<file path="src/rtl/call_return_ctrl.sv">
// Return-address stack client: turns decode CALL/RET into stack push/pop,
// hides the one-cycle pop latency behind a decode stall, and tracks sticky
// overflow/underflow exceptions plus a local depth count.
module call_return_ctrl #(
  parameter int ADDR_WIDTH  = 32,
  parameter int DEPTH_WIDTH = 6
) (
  input  logic                   CLK,
  input  logic                   RST,
  input  logic                   CALL,
  input  logic                   RET,
  input  logic [ADDR_WIDTH-1:0]  CALL_PC,
  input  logic                   FLUSH,
  input  logic                   CLR_EXC,
  input  logic                   STK_FULL,
  input  logic                   STK_EMPTY,
  input  logic [ADDR_WIDTH-1:0]  STK_DOUT,
  output logic                   STK_PUSH,
  output logic                   STK_POP,
  output logic [ADDR_WIDTH-1:0]  STK_DIN,
  output logic                   STALL,
  output logic                   RET_VALID,
  output logic [ADDR_WIDTH-1:0]  RET_ADDR,
  output logic                   OVF_EXC,
  output logic                   UNF_EXC,
  output logic                   BAD_REQ,
  output logic [DEPTH_WIDTH:0]   DEPTH
);

  typedef enum logic [1:0] {IDLE, POP_WAIT, DELIVER, ERR} state_t;

  localparam logic [DEPTH_WIDTH:0] DEPTH_MAX = {1'b1, {DEPTH_WIDTH{1'b0}}};

  state_t state, state_n;
  logic   push, pop, stall, rvalid, set_ovf, set_unf, bad;

  // Next-state and request decode; only IDLE accepts new CALL/RET.
  always_comb begin
    state_n = state;
    push    = 1'b0;
    pop     = 1'b0;
    stall   = 1'b0;
    rvalid  = 1'b0;
    set_ovf = 1'b0;
    set_unf = 1'b0;
    bad     = 1'b0;
    case (state)
      IDLE: begin
        if (CALL && RET) begin
          bad = 1'b1;
        end else if (CALL) begin
          if (STK_FULL) begin
            set_ovf = 1'b1;
            state_n = ERR;
          end else begin
            push = 1'b1;
          end
        end else if (RET) begin
          if (STK_EMPTY) begin
            set_unf = 1'b1;
            state_n = ERR;
          end else begin
            pop     = 1'b1;
            stall   = 1'b1;
            state_n = POP_WAIT;
          end
        end
      end
      POP_WAIT: begin
        stall   = 1'b1;
        state_n = FLUSH ? IDLE : DELIVER;
      end
      DELIVER: begin
        rvalid  = ~FLUSH;
        state_n = IDLE;
      end
      ERR: begin
        if (CLR_EXC) state_n = IDLE;
      end
      default: state_n = IDLE;
    endcase
  end

  // Stack requests and stall are forced low while reset is held.
  assign STK_PUSH  = push  & RST;
  assign STK_POP   = pop   & RST;
  assign STALL     = stall & RST;
  assign RET_VALID = rvalid & RST;
  assign STK_DIN   = CALL_PC;

  // State, captured return address, sticky flags, depth counter.
  always_ff @(posedge CLK or negedge RST) begin
    if (!RST) begin
      state    <= IDLE;
      RET_ADDR <= '0;
      OVF_EXC  <= 1'b0;
      UNF_EXC  <= 1'b0;
      BAD_REQ  <= 1'b0;
      DEPTH    <= '0;
    end else begin
      state   <= state_n;
      BAD_REQ <= bad;
      // Pop data arrives the cycle after the pop request.
      if (state == POP_WAIT) RET_ADDR <= STK_DOUT;
      // A new fault in the same cycle as a clear leaves the flag set.
      if (set_ovf)      OVF_EXC <= 1'b1;
      else if (CLR_EXC) OVF_EXC <= 1'b0;
      if (set_unf)      UNF_EXC <= 1'b1;
      else if (CLR_EXC) UNF_EXC <= 1'b0;
      // Informational count, saturating at both ends.
      if (push && DEPTH != DEPTH_MAX) DEPTH <= DEPTH + 1'b1;
      else if (pop && DEPTH != '0)    DEPTH <= DEPTH - 1'b1;
    end
  end

endmodule

</file>
<file path="config.mk">
export PLATFORM = sky130hd
export DESIGN_NAME = call_return_ctrl
export DESIGN_NICKNAME = d
export VERILOG_FILES = /design/src/rtl/call_return_ctrl.sv
export SDC_FILE = /design/constraint.sdc
export NUM_CORES = 1
export LEC_CHECK = 0
export BUFFER_PORTS_ARGS = -buffer_cell sky130_fd_sc_hd__buf_4
export CAP_MARGIN = 40
export CORE_UTILIZATION = 30
export DETAILED_ROUTE_END_ITERATION = 16
export GPL_ROUTABILITY_DRIVEN = 1
export SYNTH_ARGS = -nofsm -noshare
export SYNTH_HDL_FRONTEND = slang
export SYNTH_SLANG_ARGS = --single-unit
export TNS_END_PERCENT = 10
</file>
<file path="constraint.sdc">
create_clock -name CLK -period 7.8 [get_ports CLK]
set_input_delay 0 -clock CLK [delete_from_list [all_inputs] [get_ports CLK]]
set_output_delay 0 -clock CLK [all_outputs]
set_load 0.03 [all_outputs]
</file>
==> results of run 1 <==
-- routing by layer --
| metal | track usage [%] | up-vias | part of all wire (%) |
|---|---|---|---|
| li1 | - | 797 | - |
| met3 | 3.98 | 8 | 7.7 |
| met2 | 19.6 | 67 | 45 |
| met1 | 17.3 | 804 | 46 |
| met5 | 0 | - | 0 |
| met4 | 4.30 | 0 | 1.3 |
-- worst paths after layout --
kind	startpoint	depth (start not counted)	endpoint	slack (ns)
worst max-delay path	state[1]	8	DEPTH[5]	4.80
worst min-delay path	CALL_PC[22]	0	STK_DIN[22]	0.00001
worst max register to register	state[1]	8	DEPTH[5]	4.80
worst min register to register	RET_ADDR[27]	1	RET_ADDR[27]	0.51
max in group asynchronous	RST	2	RET_ADDR[5]	7.14
min in group asynchronous	RST	2	RET_ADDR[27]	0.27
-- placed cells by master (no fill, tap or decap), drive strengths merged, types with 2 or more instances in the layout --
cell type,count
buf,86
dfrtp,44
dlygate4sd3,37
mux2,37
nand2,7
ha,6
clkbuf,6
a21oi,5
nor2,4
inv,4
o21ai,4
nor3b,3
a21o,3
xnor2,3
nand3b,3
a211oi,3
o22ai,3
and2,2
or2,2
or4b,2
-- through the flow --
step / instance area (µm²) / utilization, % / power (µW) / hold slack (ns)
global route: 3320 / 45.0 / 1440 / 0.0000434
global placement: 2840 / 38.5 / 1170 / 0.000205
detailed placement: 2840 / 38.5 / 1170 / 0.000205
finish: 3320 / 45.0 / 1350 / 0.0000132
floorplan: 2320 / - / 946 / -0.296
CTS: 3320 / 45.0 / 1360 / 0.000205
-- final cells by class --
| type | count | area (µm²) |
|---|---|---|
| Sequential cell | 44 | 1100 |
| Timing Repair Buffer | 123 | 1020 |
| Multi-Input combinational cell | 100 | 953 |
| Clock buffer | 6 | 72.6 |
| Inverter | 4 | 15.0 |
| Tap cell | 99 | 124 |
| Fill cell | 673 | 4050 |
| Clock inverter | 2 | 35.0 |
-- cell usage after synthesis (2+ instances only) --
cell type  count  share of area (%)
dfrtp_1       44                 47
buf_4         32                 10
mux2_2        32                 16
nand2_1        7                1.1
ha_1           6                3.2
a21oi_1        5                1.1
mux2_4         5                3.2
inv_1          4               0.65
nor2_1         4               0.65
o21ai_0        4               0.86
a21o_1         3               0.97
buf_1          3               0.48
nand3b_1       3               0.97
nor3b_1        3               0.97
xnor2_1        3                1.1
a211oi_1       2               0.65
and2_1         2               0.54
o22ai_1        2               0.54
-- logic make-up after synthesis --
kind of cell               Yosys count
AOI/OAI and AO/OA                   21
xor gates and xnor gates             4
adders and majority gates            7
buffers and inverters               40
DFF                                 44
muxes                               38
and+or+nand+nor                     30
-- where the power goes --
group	switching [µW]	leakage (µW)	internal, µW	total (µW)
Combinational	412	0.000934	350	763
Sequential	80.2	0.000527	339	419
Clock	73.1	0.0000552	95.0	168
-- critical path, cell delays in order (launching register included) --
cell and delay, ns:
dfrtp_1 0.45, or2_1 0.33, nor4b_4 0.39, nand2_1 0.29, ha_1 0.44, o21ai_0 0.13
or4b_2 0.62, o2111ai_1 0.12, mux2_4 0.17
-- sequential cells by signal (all words and copies together) (netlist names) --
signal and flops:
UNF_EXC 1, OVF_EXC 1, DEPTH 7, BAD_REQ 1, RET_ADDR 32, state 2
-- what timing repair did --
action	in CTS	in global routing
hold buffers	37	0
endpoints found under the setup margin	0	0
resized for setup	0	0
hold endpoints to repair	81	0
==> flow_summary.toml, run 1 <==
[yosys]
synth-adder-area-share_pct = 4.09
synth_compound_area_share_pct = 6.79
yosysWarnings = 0
synth_area_um2 = 2320
async_reset_ff_share_pct = 100
synth.area.mux_share_pct = 19.7
synth.distinct_cells = 38
synth.avg_cell_area_um2 = 12.6
synth_edf_count = 0
post_synth_and_or_nand_nor_area_fraction_pct = 8.84
yosys_register_bits = 44
synth_xor_area_share_pct = 1.51
synth_top_family_by_area = "multiplexers"
syn-num-nets = 263
ys.flop_type = "dfrtp_1"
netlist_instances = 184
seq_area_frac_synth_pct = 47.4

[cts]
clk_path_buf_depth = 2
cts_buffers = 5
cts_tree = "built"
cts_setup_buffers = 0
clk_pin_slew_ns = 0.08
clockRootBuffer = "clkbuf_8"
cts_sinks = 44
htree_num_levels = 2
clk_latency_ns = 0.29

[outcome]
run_status = "complete, no violations"

[timing]
setup_tns_ns = 0
finalMaxSlewViolations = 0
finalWorstSetupSlack_ns = 4.80
hold_viol = 0
max_freq_mhz = 333
fin_crit_ns = 3.00
relSlewSlack_pct = 61.4
rsz0062_at_grt = "false"
clock_skew_ns = 0.00433
period_share_pct = 38.5
tightest_slew_ns = 0.580
finalSetupViolations = 0

[setup_path]
critPathKind = "reg2reg"
crit_path_start_kind = "register"
cp_max_fo = 7
critPathArrivalTime_ns = 3.24
required_ns = 8.03
worstSetupEndpointType = "register"

[placed_design]
dpl.hpwl_mm = 3.29
place_inst = 333
place_ws_ns = 4.78
port_buffers = 85
routabilityCongestion = 0.675

[cells_and_area]
layout.nets = 357
antennaDiodeCount = 0
syn_to_final_growth_pct = 42.8
drive_gt1_share_pct = 49.5
finalNonFillerCells = 378

[route]
vias_per_cell = 4.43
drtPass1Iterations = 3
avgRoutedWirePerCell_um = 13.2
ant_nets = 0
route.vias.total = 1676
route.detailed.drc = 0
first_iter_violations = 18
routed_wl_mm = 4.97

[global_route]
grt_pass1_wl_mm = 8.45
grt_max_degree = 49
grt_overflow = 0
grt_use_total_pct = 12.9
grt_pass1_vias = 1700
antenna_found_initial = 0

[die]
die_h_um = 90.0
die_x_um = 90.0
die-area_um2 = 8100
coreArea_um2 = 7370
start_util_pct = 31.5
ios = 150
rows = 31

[power]
ir_drop_mv = 0.141
leakage_uw = 0.00152
power.density_nw_per_um2 = 407

[job]
drv_cap = 0

[worst_hold_path]
hold_class = "in2out"
Note: power is estimated with default switching activity, not from simulation.
==> run 2, diff against run 1 <==
--- a/config.mk
+++ b/config.mk
@@ -5,6 +5,7 @@
 export SDC_FILE = /design/constraint.sdc
 export NUM_CORES = 1
 export LEC_CHECK = 0
+export ABC_AREA = 1
 export BUFFER_PORTS_ARGS = -buffer_cell sky130_fd_sc_hd__buf_4
 export CAP_MARGIN = 40
 export CORE_UTILIZATION = 30
==> constraint.sdc (replaced) <==
create_clock -name CLK -period 2.51 [get_ports CLK]
set_input_delay 0 -clock CLK [delete_from_list [all_inputs] [get_ports CLK]]
set_output_delay 0 -clock CLK [all_outputs]
set_load 0.03 [all_outputs]
==> run 2 against run 1 <==
Against the previous run:
- final area increased by 4.0%
- setup slack got worse by 4.4 ns
- non-clock buffer count unchanged
- final cell count increased by 13%
- critical path depth increased by 5
- maximum frequency increased by 40%
- clock skew increased by 0.013 ns
- routed wire length increased by 9.0%
- critical path type unchanged
==> flow_summary.toml, run 2 <==
[outcome]
run_status = "complete, no violations"

[global_route]
grt_pass1_wl_mm = 8.67
antenna_found_initial = 0
grt_pass1_vias = 1950
grt_max_degree = 45
grt_use_total_pct = 12.7
grt_overflow = 0

[setup_path]
cp_max_fo = 14
critPathKind = "reg2reg"
required_ns = 2.71
critPathMostFrequentCell = "nand2_1"
crit_path_start_kind = "register"
critPathArrivalTime_ns = 2.34
cp_slowest_stage_delay_ns = 0.48
slowest_stage = "dfrtp_1"
crit_chain = "nor2_1 > nand2_1 > nor2_1 > inv_1 > nand2_4 > ha_1 > or2_2 > nand3_1 > nand2_1 > nand2_1 > nand2_1 > nand2_1 > nand2_1"
worstSetupEndpointType = "register"

[worst_hold_path]
hold_class = "in2out"

[cells_and_area]
antennaDiodeCount = 0
multi_input_area_um2 = 1010
seq_area_um2 = 1100
layout_common_cells = "buf_4 (86), dfrtp_1 (44), dlygate4sd3_1 (37)"
largest-register = "RET_ADDR"
syn_to_final_growth_pct = 40.0
reg_top3 = "RET_ADDR: 32 flops, DEPTH: 7 flops, state: 2 flops"
fill_cells = 740
largest_reg_flops = 32
final_common_cell = "buf_4"
final_util_pct = 44.0
layout.nets = 404
drive_gt1_share_pct = 40.8

[yosys]
yosysTopAreaCell = "dfrtp_1"
seq_area_frac_synth_pct = 44.7
synth_top_area_share_pct = 44.7
yosys-top-cells-area = "dfrtp_1 (45%), mux2_4 (18%), buf_4 (9.8%)"
syn-num-nets = 309
yosys_register_bits = 44
ys.flop_type = "dfrtp_1"
synth_edf_count = 0
synth_area_um2 = 2460
yosysWarnings = 0
synth.distinct_cells = 22
async_reset_ff_share_pct = 100
synthTopCellsByCount = "dfrtp_1 (44), nand2_1 (36), buf_4 (32)"
post-synth-top-count-cell = "dfrtp_1"
synth.avg_cell_area_um2 = 10.7
netlist_instances = 230

[timing]
period_share_pct = 85.3
rsz0062_at_grt = "false"
hold_viol = 0
max_freq_mhz = 467
clock_skew_ns = 0.0176
setup_tns_ns = 0
hold-worst-slack_ns = 0.0000116
fin_crit_ns = 2.14
tightest_slew_ns = 0.639
relSlewSlack_pct = 57.4
finalSetupViolations = 0
finalMaxSlewViolations = 0

[route]
route.detailed.drc = 0
first_iter_violations = 37
avgRoutedWirePerCell_um = 12.7
route.vias.total = 1856
routed_wl_mm = 5.42
drtPass1Iterations = 4
ant_nets = 0
vias_per_cell = 4.34

[cts]
hold_buffers = 37
clk_latency_ns = 0.30
clk_path_buf_depth = 2
ctsResizeCount = 0
cts_setup_buffers = 0
clockRootBuffer = "clkbuf_8"
clk_pin_slew_ns = 0.10
htree_num_levels = 2
cts_sinks = 44
cts_buffers = 5
cts_tree = "built"

[die]
start_util_pct = 31.4
die-area_um2 = 8580
rows = 32
die_h_um = 92.6
ios = 150
coreArea_um2 = 7850
die_x_um = 92.6

[placed_design]
routabilityCongestion = 0.791
port_buffers = 85
dpl.hpwl_mm = 3.69

[power]
power.density_nw_per_um2 = 1320
ir_drop_mv = 0.458
leakage_uw = 0.00180

[job]
drv_cap = 0
-- run 2: changes by cell type in the layout (fill, tap and decap cells not counted), sizes merged, moves of 5 or more --
| cell | change |
|---|---|
| nor2 | +11 |
| inv | +18 |
| mux2 | -5 |
| nand2 | +32 |
| nand3 | +16 |
-- run 2: final timing paths --
kind | start | to | slack, ns | depth (start not counted)
setup / recovery | DEPTH[0] | DEPTH[6] | 0.37 | 13
hold / removal | CALL_PC[18] | STK_DIN[18] | 0.00001 | 0
setup reg to reg | DEPTH[0] | DEPTH[6] | 0.37 | 13
hold reg to reg | RET_ADDR[7] | RET_ADDR[7] | 0.51 | 1
max in group asynchronous | RST | RET_ADDR[16] | 1.77 | 3
min in group asynchronous | RST | state[1] | 0.34 | 3
-- run 2: kinds of logic (layout without fill, tap and decap cells) --
group	after synthesis	after routing	synth area share (%)
AND/OR/NAND/NOR	78	78	14.6
XOR/XNOR	2	2	0.711
buffers and inverters	57	153	14.5
AO/OA/AOI/OAI	10	10	2.59
adder cells (fa/ha/maj)	7	7	3.86
flip-flops	44	44	44.7
multiplexers	32	32	19.0
-- run 2: final cells by class --
cell class / count / share of cell area, %
sequential: 44 / 31.9
timing repair buffer: 123 / 29.5
multi-input combinational: 129 / 29.2
tap: 102 / 3.70
inverter: 22 / 2.39
clock buffer: 5 / 1.99
clock inverter: 3 / 1.38
-- run 2: metrics by stage --
stage	power (µW)	cell area, µm²	setup slack (ns)	cells
floorplan	3280	2460	0.399	230
global placement	3950	2960	0.400	383
detailed placement	3980	2960	0.355	383
CTS	4610	3450	0.339	428
global route	4890	3450	0.130	428
finish	4560	3450	0.368	428
-- run 2: layer usage --
metal / share of wire (%) / GRT usage (%) / wire [µm] / vias to the layer above
li1: - / - / - / 907
met2: 48 / 22.1 / 2600 / 63
met3: 6.9 / 3.94 / 372 / 10
met4: 1.9 / 5.00 / 104 / 0
met5: 0 / 0 / 0 / -
met1: 43 / 14.5 / 2350 / 876
-- run 2: where the power goes --
part           switching, µW  total (µW)  internal, µW  leakage, µW
sequential               241        1300          1060     0.000526
combinational           1460        2710          1250      0.00122
clock                    260         560           300    0.0000583
total                   1960        4560          2600      0.00180
-- run 2: worst max-delay path, delay by kind of cell (launching register included) --
kind | cells | cell delay (ns)
adders and majority gates | 1 | 0.28
buffers and inverters | 1 | 0.09
DFF | 1 | 0.48
and+or+nand+nor | 11 | 1.19
